==> src/rtl/app_read_arbiter_pkg.sv <==
// Shared definitions for the DSP read-back arbiter: its bus addresses and
// the FSM state encoding.
package app_read_arbiter_pkg;

  localparam logic [7:0] READ_ARB_STATUS   = 8'hE0;
  localparam logic [7:0] READ_ARB_LAST_ERR = 8'hE1;
  localparam logic [7:0] WRITE_ARB_CLEAR   = 8'hE2;

  localparam logic [15:0] DB_IDLE = 16'hFFFF;

  typedef enum logic [1:0] {
    ST_IDLE  = 2'd0,
    ST_WAIT  = 2'd1,
    ST_DRIVE = 2'd2
  } arb_state_e;

endpackage

==> src/rtl/sat_counter8.sv <==
// 8-bit event counter that saturates at 0xFF; a clear overrides a
// simultaneous increment.
module sat_counter8 (
  input  logic       xclk,
  input  logic       reset,
  input  logic       clr,
  input  logic       inc,
  output logic [7:0] count
);

  logic [7:0] cnt_q;
  logic [7:0] cnt_d;

  // NOTE: every signal assigned in always_comb gets a default first so no latch is inferred.
  always_comb begin
    cnt_d = cnt_q;
    if (clr) begin
      cnt_d = 8'h00;
    end else if (inc && (cnt_q != 8'hFF)) begin
      cnt_d = cnt_q + 8'h01;
    end
  end

  // NOTE: reset is synchronous and active-low, so it lives inside the clocked branch.
  always_ff @(posedge xclk) begin
    if (!reset) begin
      cnt_q <= 8'h00;
    end else begin
      cnt_q <= cnt_d;
    end
  end

  assign count = cnt_q;

endmodule

==> src/rtl/app_read_arbiter.sv <==
// Read-back arbiter for the shared DSP data bus: picks one responder per
// read, holds the bus for the strobe and tracks collision/no-response events.
module app_read_arbiter
  import app_read_arbiter_pkg::*;
#(
  parameter int NUM_APPS            = 4,
  parameter int TIMEOUT_CYCLES      = 3,
  parameter int offset_to_add_to_ab = 0
) (
  input  logic                     xclk,
  input  logic                     reset,
  input  logic                     read_qualified,
  input  logic                     write_qualified,
  input  logic [7:0]               ab,
  input  logic [15:0]              db_in,
  input  logic [16*NUM_APPS-1:0]   app_db_out,
  input  logic [NUM_APPS-1:0]      app_avail,
  output logic [15:0]              db_out,
  output logic                     db_out_en,
  output logic                     arb_busy
);

  localparam logic [7:0] STATUS_AB   = 8'(READ_ARB_STATUS + offset_to_add_to_ab);
  localparam logic [7:0] LAST_ERR_AB = 8'(READ_ARB_LAST_ERR + offset_to_add_to_ab);
  localparam logic [7:0] CLEAR_AB    = 8'(WRITE_ARB_CLEAR + offset_to_add_to_ab);
  localparam logic [3:0] WAIT_LAST   = 4'(TIMEOUT_CYCLES - 1);

  arb_state_e  state_q, state_d;
  logic        rd_prev_q;
  logic [3:0]  wait_cnt_q, wait_cnt_d;
  logic [15:0] db_out_q, db_out_d;
  logic        db_out_en_q, db_out_en_d;
  logic        arb_busy_q, arb_busy_d;
  logic [7:0]  last_err_ab_q, last_err_ab_d;

  logic [7:0]  coll_cnt, noresp_cnt;
  logic        coll_inc, noresp_inc, arb_clr;
  logic        self_hit, app_found;
  logic [15:0] self_data, app_data;
  logic [3:0]  n_claims;

  logic unused_db_in;
  assign unused_db_in = ^db_in[15:1];

  assign arb_clr   = write_qualified && (ab == CLEAR_AB) && db_in[0];
  assign self_hit  = (ab == STATUS_AB) || (ab == LAST_ERR_AB);
  assign self_data = (ab == STATUS_AB) ? {coll_cnt, noresp_cnt} : {8'h00, last_err_ab_q};

  // Lowest responding App index wins among the Apps; self_hit outranks all.
  always_comb begin
    app_found = 1'b0;
    app_data  = DB_IDLE;
    n_claims  = {3'b000, self_hit};
    for (int i = 0; i < NUM_APPS; i++) begin
      n_claims = n_claims + {3'b000, app_avail[i]};
      if (app_avail[i] && !app_found) begin
        app_found = 1'b1;
        app_data  = app_db_out[16*i +: 16];
      end
    end
  end

  always_comb begin
    state_d       = state_q;
    wait_cnt_d    = wait_cnt_q;
    db_out_d      = db_out_q;
    db_out_en_d   = db_out_en_q;
    last_err_ab_d = last_err_ab_q;
    coll_inc      = 1'b0;
    noresp_inc    = 1'b0;
    unique case (state_q)
      ST_IDLE: begin
        db_out_d    = DB_IDLE;
        db_out_en_d = 1'b0;
        if (read_qualified && !rd_prev_q) begin
          state_d    = ST_WAIT;
          wait_cnt_d = 4'd0;
        end
      end
      ST_WAIT: begin
        if (!read_qualified) begin
          state_d = ST_IDLE;
        end else if (self_hit || app_found) begin
          db_out_d    = self_hit ? self_data : app_data;
          db_out_en_d = 1'b1;
          state_d     = ST_DRIVE;
          if (n_claims > 4'd1) begin
            coll_inc      = 1'b1;
            last_err_ab_d = ab;
          end
        end else if (wait_cnt_q == WAIT_LAST) begin
          db_out_d      = DB_IDLE;
          db_out_en_d   = 1'b1;
          noresp_inc    = 1'b1;
          last_err_ab_d = ab;
          state_d       = ST_DRIVE;
        end else begin
          wait_cnt_d = wait_cnt_q + 4'd1;
        end
      end
      ST_DRIVE: begin
        if (!read_qualified) begin
          state_d     = ST_IDLE;
          db_out_d    = DB_IDLE;
          db_out_en_d = 1'b0;
        end
      end
      default: begin
        state_d     = ST_IDLE;
        db_out_d    = DB_IDLE;
        db_out_en_d = 1'b0;
      end
    endcase
    if (arb_clr) begin
      last_err_ab_d = 8'h00;
    end
    arb_busy_d = (state_d != ST_IDLE);
  end

  // NOTE: sequential state is updated with non-blocking assignments only.
  always_ff @(posedge xclk) begin
    if (!reset) begin
      state_q       <= ST_IDLE;
      rd_prev_q     <= 1'b0;
      wait_cnt_q    <= 4'd0;
      db_out_q      <= DB_IDLE;
      db_out_en_q   <= 1'b0;
      arb_busy_q    <= 1'b0;
      last_err_ab_q <= 8'h00;
    end else begin
      state_q       <= state_d;
      rd_prev_q     <= read_qualified;
      wait_cnt_q    <= wait_cnt_d;
      db_out_q      <= db_out_d;
      db_out_en_q   <= db_out_en_d;
      arb_busy_q    <= arb_busy_d;
      last_err_ab_q <= last_err_ab_d;
    end
  end

  sat_counter8 u_coll_cnt (
    .xclk  (xclk),
    .reset (reset),
    .clr   (arb_clr),
    .inc   (coll_inc),
    .count (coll_cnt)
  );

  sat_counter8 u_noresp_cnt (
    .xclk  (xclk),
    .reset (reset),
    .clr   (arb_clr),
    .inc   (noresp_inc),
    .count (noresp_cnt)
  );

  assign db_out    = db_out_q;
  assign db_out_en = db_out_en_q;
  assign arb_busy  = arb_busy_q;

endmodule
==> config.mk <==
export PLATFORM = sky130hd
export DESIGN_NAME = app_read_arbiter
export DESIGN_NICKNAME = d
export VERILOG_FILES = /design/src/rtl/app_read_arbiter_pkg.sv /design/src/rtl/sat_counter8.sv /design/src/rtl/app_read_arbiter.sv
export SDC_FILE = /design/constraint.sdc
export NUM_CORES = 1
export LEC_CHECK = 0
export ABC_CLOCK_PERIOD_IN_PS = 2900
export CAP_MARGIN = 20
export CORE_MARGIN = 3
export CORE_UTILIZATION = 40
export DETAILED_ROUTE_END_ITERATION = 10
export PLACE_DENSITY = 0.77
export RECOVER_POWER = 25
export SYNTH_ARGS = -nofsm -noshare
export SYNTH_HDL_FRONTEND = slang
export SYNTH_HIERARCHICAL = 1
export SYNTH_SLANG_ARGS = --single-unit
==> constraint.sdc <==
create_clock -name xclk -period 2.9 [get_ports xclk]
set_input_delay 0.435 -clock xclk [delete_from_list [all_inputs] [get_ports xclk]]
set_output_delay 0.435 -clock xclk [all_outputs]
set_load 0.01 [all_outputs]
== Yosys cells after proc, flatten, opt, wreduce, memory -nomap -nowiden ==
Cells that the tools add are included.

* Register bits: 49
* Bits of input ports: 96
* Output and inout bits: 18
* Word-level logic and storage cells: 97

* Add/subtract/negate cells: 7
* $lt $le $gt $ge: 1
* Equality and inequality tests: 15
* Mux-type cells: 42
* Bitwise gates (word level): 1
* Reduce and logical (&&, ||, !) cells: 22

{| class="wikitable"
|+ Operator list
! operator !! number
|-
| $mux 16 || 10
|-
| $pmux 16 s2 || 1
|-
| $eq 8x8->1 const B || 3
|-
| $mux 8 || 3
|-
| $add 8x1->8 const B || 2
|-
| $mux 1 || 16
|-
| $mux 4 || 4
|-
| $ne 8x8->1 const B || 2
|-
| $mux 2 || 5
|-
| $ne 2x2->1 const B || 5
|-
| $logic_and 1x1->1 || 8
|-
| $pmux 4 s2 || 1
|-
| $pmux 2 s3 || 1
|-
| $reduce_bool 2->1 || 3
|-
| $reduce_and 5->1 || 1
|-
| $add 3x1->4 || 1
|-
| $add 4x1->4 || 1
|-
| $add 4x1->4 const B || 1
|-
| $eq 4x2->1 const B || 1
|-
| $gt 4x1->1 const B || 1
|-
| $logic_not 1->1 || 4
|-
| $reduce_and 4->1 || 1
|-
| $add 2x1->3 || 1
|-
| $ne 3x3->1 const B || 1
|-
| other kinds (10) || 11
|}

== Depth between registers and ports, before layout ==
Gate-level depths: netlist (run 1).

* Depth in word-level cells: 15
* Depth in mapped cells: 11
* Gate-level depth less buffers: 9

== Hierarchy ==
Netlist (run 1), hierarchy kept.

{| class="wikitable"
|+ Modules (own cells, without submodules)
! module !! times used !! cells each !! area each (um^2)
|-
| app_read_arbiter || 1 || 265 || 2137.0
|-
| sat_counter8 || 2 || 46 || 421.7
|}

== Worst setup path after synthesis (run 1) ==
Ideal clock, no wire load.

* Kind: in2reg
* From: input ab[2]
* To: register u_coll_cnt.cnt_q[6] (netlist: u_coll_cnt/count[6])
* Setup time: 78 ps
* Arrival time: 2728 ps
* Required time: 2822 ps
* Slack: 95 ps
* Cell stages on the path: 11
* Buffers on the path: 2
* Path through: or4b_4 or2_1 buf_2 buf_2 inv_2 ha_1 a211oi_1 nor3_1 and4_1 and4_1 nor3_1

* Cells in the longest elaborated chain, start to end: 12
* Elaborated cells between the ends (all ways): 18
* Those cells by class: add/sub: 4; order compare: 1; eq/ne: 3; mux: 4; reduce/logical: 6

{| class="wikitable"
|+ Ends and longest elaborated chain
! element !! line !! source
|-
| start: declaration || app_read_arbiter.sv:14 || <nowiki>input logic [7:0] ab,</nowiki>
|-
| $eq 8x8->1 || app_read_arbiter.sv:46 || <nowiki>assign self_hit = (ab == STATUS_AB) || (ab == LAST_ERR_AB);</nowiki>
|-
| $logic_or 1x1->1 (*) || app_read_arbiter.sv:46 ||
|-
| $add 1x1->2 || app_read_arbiter.sv:55 || <nowiki>n_claims = n_claims + {3'b000, app_avail[i]};</nowiki>
|-
| $add 2x1->3 || app_read_arbiter.sv:55 ||
|-
| $add 3x1->4 || app_read_arbiter.sv:55 ||
|-
| $add 4x1->4 || app_read_arbiter.sv:55 ||
|-
| $gt 4x1->1 || app_read_arbiter.sv:87 || <nowiki>if (n_claims > 4'd1) begin</nowiki>
|-
| $mux 1 || app_read_arbiter.sv:87 ||
|-
| $mux 1 (*) || app_read_arbiter.sv:83 || <nowiki>end else if (self_hit || app_found) begin</nowiki>
|-
| $mux 1 (*) || app_read_arbiter.sv:81 || <nowiki>if (!read_qualified) begin</nowiki>
|-
| $mux 1 (*) || app_read_arbiter.sv:71 || <nowiki>unique case (state_q)</nowiki>
|-
| net coll_inc || app_read_arbiter.sv:37 || <nowiki>logic coll_inc, noresp_inc, arb_clr;</nowiki>
|-
| $logic_and 1x1->1 (*) || sat_counter8.sv:19 || <nowiki>end else if (inc && (cnt_q != 8'hFF)) begin</nowiki>
|-
| end signal: assignment || sat_counter8.sv:29 || <nowiki>cnt_q <= cnt_d;</nowiki>
|-
| end: declaration || sat_counter8.sv:11 || <nowiki>logic [7:0] cnt_q;</nowiki>
|}

The timed path passes the listed nets; every way through them passes the cells marked *.
A chain may end at the register's enable or synchronous reset.

== Worst setup path after layout (run 1) ==
Ends and elaborated chain as after synthesis.

==> results of run 1 <==
[through the flow]
stage               TNS [ps]  cells  instance area [sq um]  power, mW
floorplan                  0    357                   2980      0.828
global placement       -1280    557                   4160      0.994
detailed placement     -2990    557                   4160      0.999
CTS                        0    565                   4260       1.42
global route               0    565                   4260       1.48
finish                     0    565                   4260       1.42
[how the worst max path moves through the flow]
stage / startpoint / endpoint / slack, ps / depth (start not counted)
after floorplan: ab[2] / u_coll_cnt/count[6]$_SDFFE_PP0P_ / 90 / 11
after global placement: ab[2] / u_coll_cnt/count[6]$_SDFFE_PP0P_ / -170 / 10
after detailed placement: ab[2] / u_coll_cnt/count[6]$_SDFFE_PP0P_ / -310 / 10
after CTS: ab[2] / u_coll_cnt/count[6]$_SDFFE_PP0P_ / 20 / 10
after global routing: ab[2] / u_coll_cnt/count[6]$_SDFFE_PP0P_ / 30 / 10
final: ab[2] / u_coll_cnt/count[6]$_SDFFE_PP0P_ / 150 / 10
[worst max-delay path, delay by kind of cell]
kind            cells  cell delay (ps)
simple gates        6             1530
buf+inv             2              490
compound gates      1              310
fa+ha+maj           1              230
[per-layer routing]
| layer | GRT usage | wire [um] | vias up |
|---|---|---|---|
| li1 | - | - | 1575 |
| met1 | 0.257 | 3930 | 1454 |
| met2 | 0.369 | 4450 | 106 |
| met3 | 0.0471 | 640 | 12 |
| met4 | 0.0582 | 134 | 0 |
| met5 | 0 | 0 | - |
[synthesized netlist by cell type, types with 3 or more instances]
master | count | area [sq um]
a21oi_1 | 11 | 55.1
a31oi_1 | 5 | 31.3
a32oi_1 | 8 | 70.1
and3_1 | 4 | 25.0
and4_1 | 8 | 70.1
buf_2 | 4 | 20.0
clkbuf_1 | 6 | 22.5
dfxtp_1 | 49 | 981
ha_1 | 7 | 87.6
inv_1 | 16 | 60.1
mux2i_1 | 22 | 220
nand2_1 | 44 | 165
nand2b_1 | 8 | 50.1
nand3_1 | 8 | 40.0
nand3b_1 | 3 | 22.5
nand4_1 | 4 | 25.0
nor2_1 | 16 | 60.1
nor2b_1 | 8 | 50.1
nor3_1 | 8 | 40.0
nor3b_1 | 3 | 22.5
o211ai_1 | 9 | 67.6
o21ai_0 | 36 | 180
o21ai_1 | 3 | 15.0
o221ai_1 | 15 | 131
o22a_1 | 8 | 70.1
o311a_1 | 8 | 80.1
[power breakdown]
part | leakage, nW | total, mW | switching, mW | internal (mW)
clock | 0.0487 | 0.430 | 0.254 | 0.176
sequential | 0.397 | 0.689 | 0.00708 | 0.682
combinational | 1.19 | 0.296 | 0.124 | 0.172
total | 1.64 | 1.42 | 0.385 | 1.03
[cells by family after synthesis]
kind of cell	count (synthesis)	synth area share
AOI/OAI and AO/OA	120	0.285
xor gates and xnor gates	2	0.00588
adders and majority gates	8	0.0361
buffers and inverters	31	0.0445
DFF	49	0.329
muxes	22	0.0739
and+or+nand+nor	125	0.225
[registers in the layout, summed over array words and instances (netlist names)]
signal	cells
u_coll_cnt/count	8
db_out_en	1
rd_prev_q	1
state_q	2
db_out	16
last_err_ab_q	8
arb_busy	1
u_noresp_cnt/count	8
wait_cnt_q	4
[layout make-up]
cell class	count	share of cell area
inverter	17	0.0150
sequential	49	0.230
clock buffer	5	0.0161
timing repair buffer	118	0.264
multi-input combinational	277	0.440
clock inverter	3	0.00616
tap	96	0.0282
==> reports/metrics.csv, run 1 <==
stage,metric,value,unit
run_status,status,completed,
synth,Netlist Area Pre-Place,0.00298,sq mm
synth,Most used DFF post-synth,dfxtp_1,
drt,WL per Instance,16.2,um
clocking,CTS root buf,clkbuf_8,
clocking,clock sinks,49,
critical_path,startpoint types,input port,
power,Power Density,332,mW/mm^2
floorplanning,Rows,30,
place,number of I/O port buffers,98,
final_layout,Nets,572,
worst_hold_path,hold path start,db_out[13]$_SDFFE_PN1P_,
timing,final clock skew,9.26,ps
power,largest vdd supply drop,222,uV
final_layout,total area of sequential cells,981,sq um
critical_path,worst path required time,3140,ps
floorplanning,starting density of the core,0.425,
clocking,CTS Buffer Depth,2,
floorplanning,Die Ht,92.3,um
timing,Hold Fails Final Rpt,0,
floorplanning,DIE AREA,0.00852,sq mm
timing,Max transition margin,0.634,
timing,final-report max-slew violation count,0,
place,dpl ws,-312,ps
critical_path,reg2reg end,u_noresp_cnt/count[5]$_SDFFE_PP0P_,
critical_path,Crit Path Max Fanout,5,
critical_path,flop2flop setup slack,890,ps
synth,Cells after Synth,357,
critical_path,"Top cell by count, worst path",and4_1,
global_route,grt ovf,0,
synth,syn_nets,461,
drt,initial DRC count,135,
timing,RSZ-0062 raised after global routing,no,
place,RePlAce Congestion,0.845,
synth,Post-synth EDFFs,0,
timing,Worst Max-Slew Pin Slew,549,ps
final_layout,synthesis-to-layout area growth,43.1,%
global_route,antenna violations before repair,0,
critical_path,CP max stage delay,550,ps
job,Max Cap Violations,0,
synth,register area share after synthesis,0.329,
floorplanning,I/O pin cnt,114,
drt,post-route DRC violation count,0,
synth,"Distinct cells, synth",52,
clocking,TritonCTS Buffers,5,
final_layout,fillers,664,
final_layout,final core utilization,0.607,
global_route,largest net degree at the start of global routing,25,
global_route,first-pass GRT wire length,14600,um
power,Leak Pwr,1.64,nW
drt,DRT Wirelength,9150,um
place,hpwl dp,7180,um
timing,final setup violating endpoints,0,
global_route,vias in the first global route,3038,
critical_path,Worst setup EP type,flop,
timing,Max Freq,363,MHz
global_route,Total Routing Usage GR,0.210,
clocking,Clock Latency Late Sink,310,ps
floorplanning,DIE WIDTH,92.3,um
worst_hold_path,Worst Hold Endpoint,db_out[13]$_SDFFE_PN1P_,
timing,fin crit share,0.949,
timing,minimum clock period,2750,ps
synth,Synth Warn #,6,
worst_hold_path,WHS Path Cells,2,
floorplanning,core area,0.00702,sq mm
critical_path,critical path type,in2reg,
drt,vias,3147,
final_layout,ant diodes,0,
final_layout,"most common cell after layout, fill and taps aside",clkdlybuf4s50_1,
critical_path,CP Data Arrival Time,2990,ps
clocking,post-CTS setup buffer count,0,
critical_path,crit path cell chain,clkdlybuf4s50_1 > or4b_4 > or2_1 > inv_2 > ha_1 > a211oi_2 > nor3_2 > and4_1 > and4_1 > nor3_1,
timing,setup ws final,148,ps
clocking,CTS tree,yes,
drt,router iterations before antenna repair,4,
clocking,clk slew on worst S/H paths,90,ps
synth,asr flop ratio synth,0,
clocking,post-cts resize count,0,
timing,Fin Hold WS,450,ps
critical_path,reg-to-reg startpoint,state_q[1]$_SDFF_PN0_,
clocking,Max H-tree Level,2,
drt,via-per-instance ratio,5.57,
critical_path,R2R cell count,7,
critical_path,slowest library cell on the worst path,or4b_4,
final_layout,share of cells above drive strength 1,0.0938,
final_layout,area of the multi-input gates,0.00188,sq mm
synth,"Avg Cell Area, Syn",8.35,sq um
clocking,CTS Hold Buffers Added,0,
synth,number of synthesized register bits,49,
drt,Antenna Violating Nets Remaining,0,
worst_hold_path,worst hold path type,reg2reg,
final_layout,most frequent cells in the layout,"clkdlybuf4s50_1, dfxtp_1, nand2_1",
(Power assumes the default switching activity.)
==> inputs of run 2 (changes only) <==
Settings changed: SETUP_SLACK_MARGIN set to 0.4.
==> reports/metrics.csv, run 2 (synthesis gave the netlist of run 1 again) <==
stage,metric,value,unit,change
run_status,status,completed,,
critical_path,Worst setup EP type,flop,,
timing,fin crit share,0.842,,-0.107
drt,Antenna Violating Nets Remaining,0,,unchanged
floorplanning,DIE AREA,0.00852,sq mm,unchanged
critical_path,crit path cell chain,dlygate4sd2_1 > or4b_4 > or2_4 > inv_4 > ha_4 > a211oi_4 > nor3_4 > and4_4 > and4_1 > nor3_2,,
final_layout,design area,0.00428,sq mm,+0.29%
floorplanning,I/O pin cnt,114,,unchanged
critical_path,slowest library cell on the worst path,or4b_4,,
final_layout,most frequent cells in the layout,"clkdlybuf4s50_1, dfxtp_1, nand2_1",,
final_layout,total area of sequential cells,981,sq um,unchanged
timing,Max Freq,409,MHz,+13%
critical_path,startpoint types,input port,,
floorplanning,Die Ht,92.3,um,unchanged
place,hpwl dp,6690,um,-6.8%
job,Max Cap Violations,0,,unchanged
clocking,Max H-tree Level,2,,unchanged
drt,vias,3113,,-1.1%
worst_hold_path,worst hold path type,reg2reg,,
global_route,grt ovf,0,,unchanged
place,number of I/O port buffers,98,,unchanged
timing,final clock skew,12.2,ps,+2.92 ps
drt,post-route DRC violation count,0,,unchanged
critical_path,Worst path depth,10,,unchanged
final_layout,ant diodes,0,,unchanged
critical_path,R2R cell count,7,,unchanged
floorplanning,starting density of the core,0.425,,unchanged
power,Power Density,326,mW/mm^2,-1.8%
timing,Max transition margin,0.611,,-0.0228
critical_path,reg-to-reg startpoint,state_q[0]$_SDFF_PN0_,,
clocking,clock sinks,49,,unchanged
critical_path,worst path required time,3130,ps,about the same
clocking,CTS Buffer Depth,2,,unchanged
clocking,TritonCTS Buffers,5,,unchanged
worst_hold_path,WHS Path Cells,2,,unchanged
global_route,Total Routing Usage GR,0.198,,-0.0116
critical_path,Crit Path Max Fanout,4,,-1
timing,final-report max-slew violation count,0,,unchanged
final_layout,area of the multi-input gates,0.00193,sq mm,+2.7%
timing,Hold Fails Final Rpt,0,,unchanged
timing,Worst Max-Slew Pin Slew,581,ps,+32.3 ps
drt,initial DRC count,201,,+49%
final_layout,"most common cell after layout, fill and taps aside",clkdlybuf4s50_1,,
final_layout,Nets,566,,-1.0%
global_route,largest net degree at the start of global routing,25,,unchanged
timing,minimum clock period,2440,ps,-310 ps
power,largest vdd supply drop,285,uV,+28%
final_layout,fillers,623,,-6.2%
critical_path,Worst path top cell family by delay,simple AND/OR/NAND/NOR gates,,
floorplanning,core area,0.00702,sq mm,unchanged
timing,Fin Hold WS,444,ps,-5.74 ps
drt,WL per Instance,15.1,um,-6.5%
timing,final setup violating endpoints,0,,unchanged
critical_path,CP max stage delay,500,ps,-50 ps
critical_path,WP buf/inv,2,,unchanged
place,Placed Area,0.00414,sq mm,-0.66%
global_route,vias in the first global route,2968,,-2.3%
power,Leak Pwr,1.65,nW,+0.60%
global_route,first-pass GRT wire length,14100,um,-3.3%
worst_hold_path,hold path start,db_out[8]$_SDFFE_PN1P_,,
critical_path,critical path type,in2reg,,
place,RePlAce Congestion,0.893,,+5.6%
global_route,antenna violations before repair,0,,unchanged
final_layout,share of cells above drive strength 1,0.0972,,+0.00338
floorplanning,Rows,30,,unchanged
drt,DRT Wirelength,8460,um,-7.5%
clocking,Clock Latency Late Sink,300,ps,about the same
clocking,CTS root buf,clkbuf_8,,
drt,via-per-instance ratio,5.57,,about the same
critical_path,CP Data Arrival Time,2670,ps,-320 ps
final_layout,max FFs per register,16,,unchanged
power,Final Total Pwr,1.39,mW,-1.5%
clocking,clk slew on worst S/H paths,100,ps,about the same
timing,RSZ-0062 raised after global routing,no,,
floorplanning,DIE WIDTH,92.3,um,unchanged
clocking,CTS tree,yes,,
drt,router iterations before antenna repair,4,,unchanged
critical_path,worst setup path start,ab[2],,
final_layout,synthesis-to-layout area growth,43.5,%,
clocking,CTS Hold Buffers Added,0,,unchanged
run 2: layout make-up:
type | count | area share
sequential | 49 | 0.229
clock buffer | 5 | 0.0161
inverter | 17 | 0.0155
clock inverter | 3 | 0.00497
tap | 96 | 0.0281
timing repair buffer | 112 | 0.255
multi-input combinational | 277 | 0.451
run 2: per-stage QoR:
stage	worst slack (ps)	cells	utilization	setup TNS [ps]
2_1_floorplan	319	357	-	0
3_3_place_gp	-2.49	550	0.589	-2.49
3_5_place_dp	-156	550	0.589	-1030
4_1_cts	383	559	0.607	0
5_1_grt	400	559	0.609	0
6_report	457	559	0.609	0
run 2: tightest hold or removal path: stages (launching register included):
cell and delay (ps):
dfxtp_1 320, inv_1 40, a32oi_1 50
run 2: path summary, 6_finish.rpt:
kind	slack, ps	end
max	460	u_coll_cnt/count[6]$_SDFFE_PP0P_
min	440	db_out[8]$_SDFFE_PN1P_
max reg2reg	960	u_noresp_cnt/count[5]$_SDFFE_PP0P_
min reg2reg	440	db_out[8]$_SDFFE_PN1P_
run 2: what timing repair did:
| action | in CTS | in global routing |
|---|---|---|
| gates resized for setup | 10 | 7 |
| endpoints found under the hold margin | 0 | 0 |
| pin swaps | 8 | 7 |
| setup buffers | 1 | 0 |
| setup endpoints to repair | 17 | 17 |
run 2: report_power, final:
group | leakage [nW] | internal, mW | switching (mW) | total [mW]
Sequential | 0.397 | 0.682 | 0.00670 | 0.689
Combinational | 1.20 | 0.170 | 0.125 | 0.295
Clock | 0.0445 | 0.172 | 0.239 | 0.410
Total | 1.65 | 1.02 | 0.370 | 1.39
run 2: metal layers:
metal | GRT usage | wire, um | vias up
li1 | - | - | 1563
met1 | 0.261 | 3910 | 1434
met2 | 0.326 | 3780 | 103
met3 | 0.0487 | 611 | 13
met4 | 0.0507 | 156 | 0
met5 | 0 | 0 | -
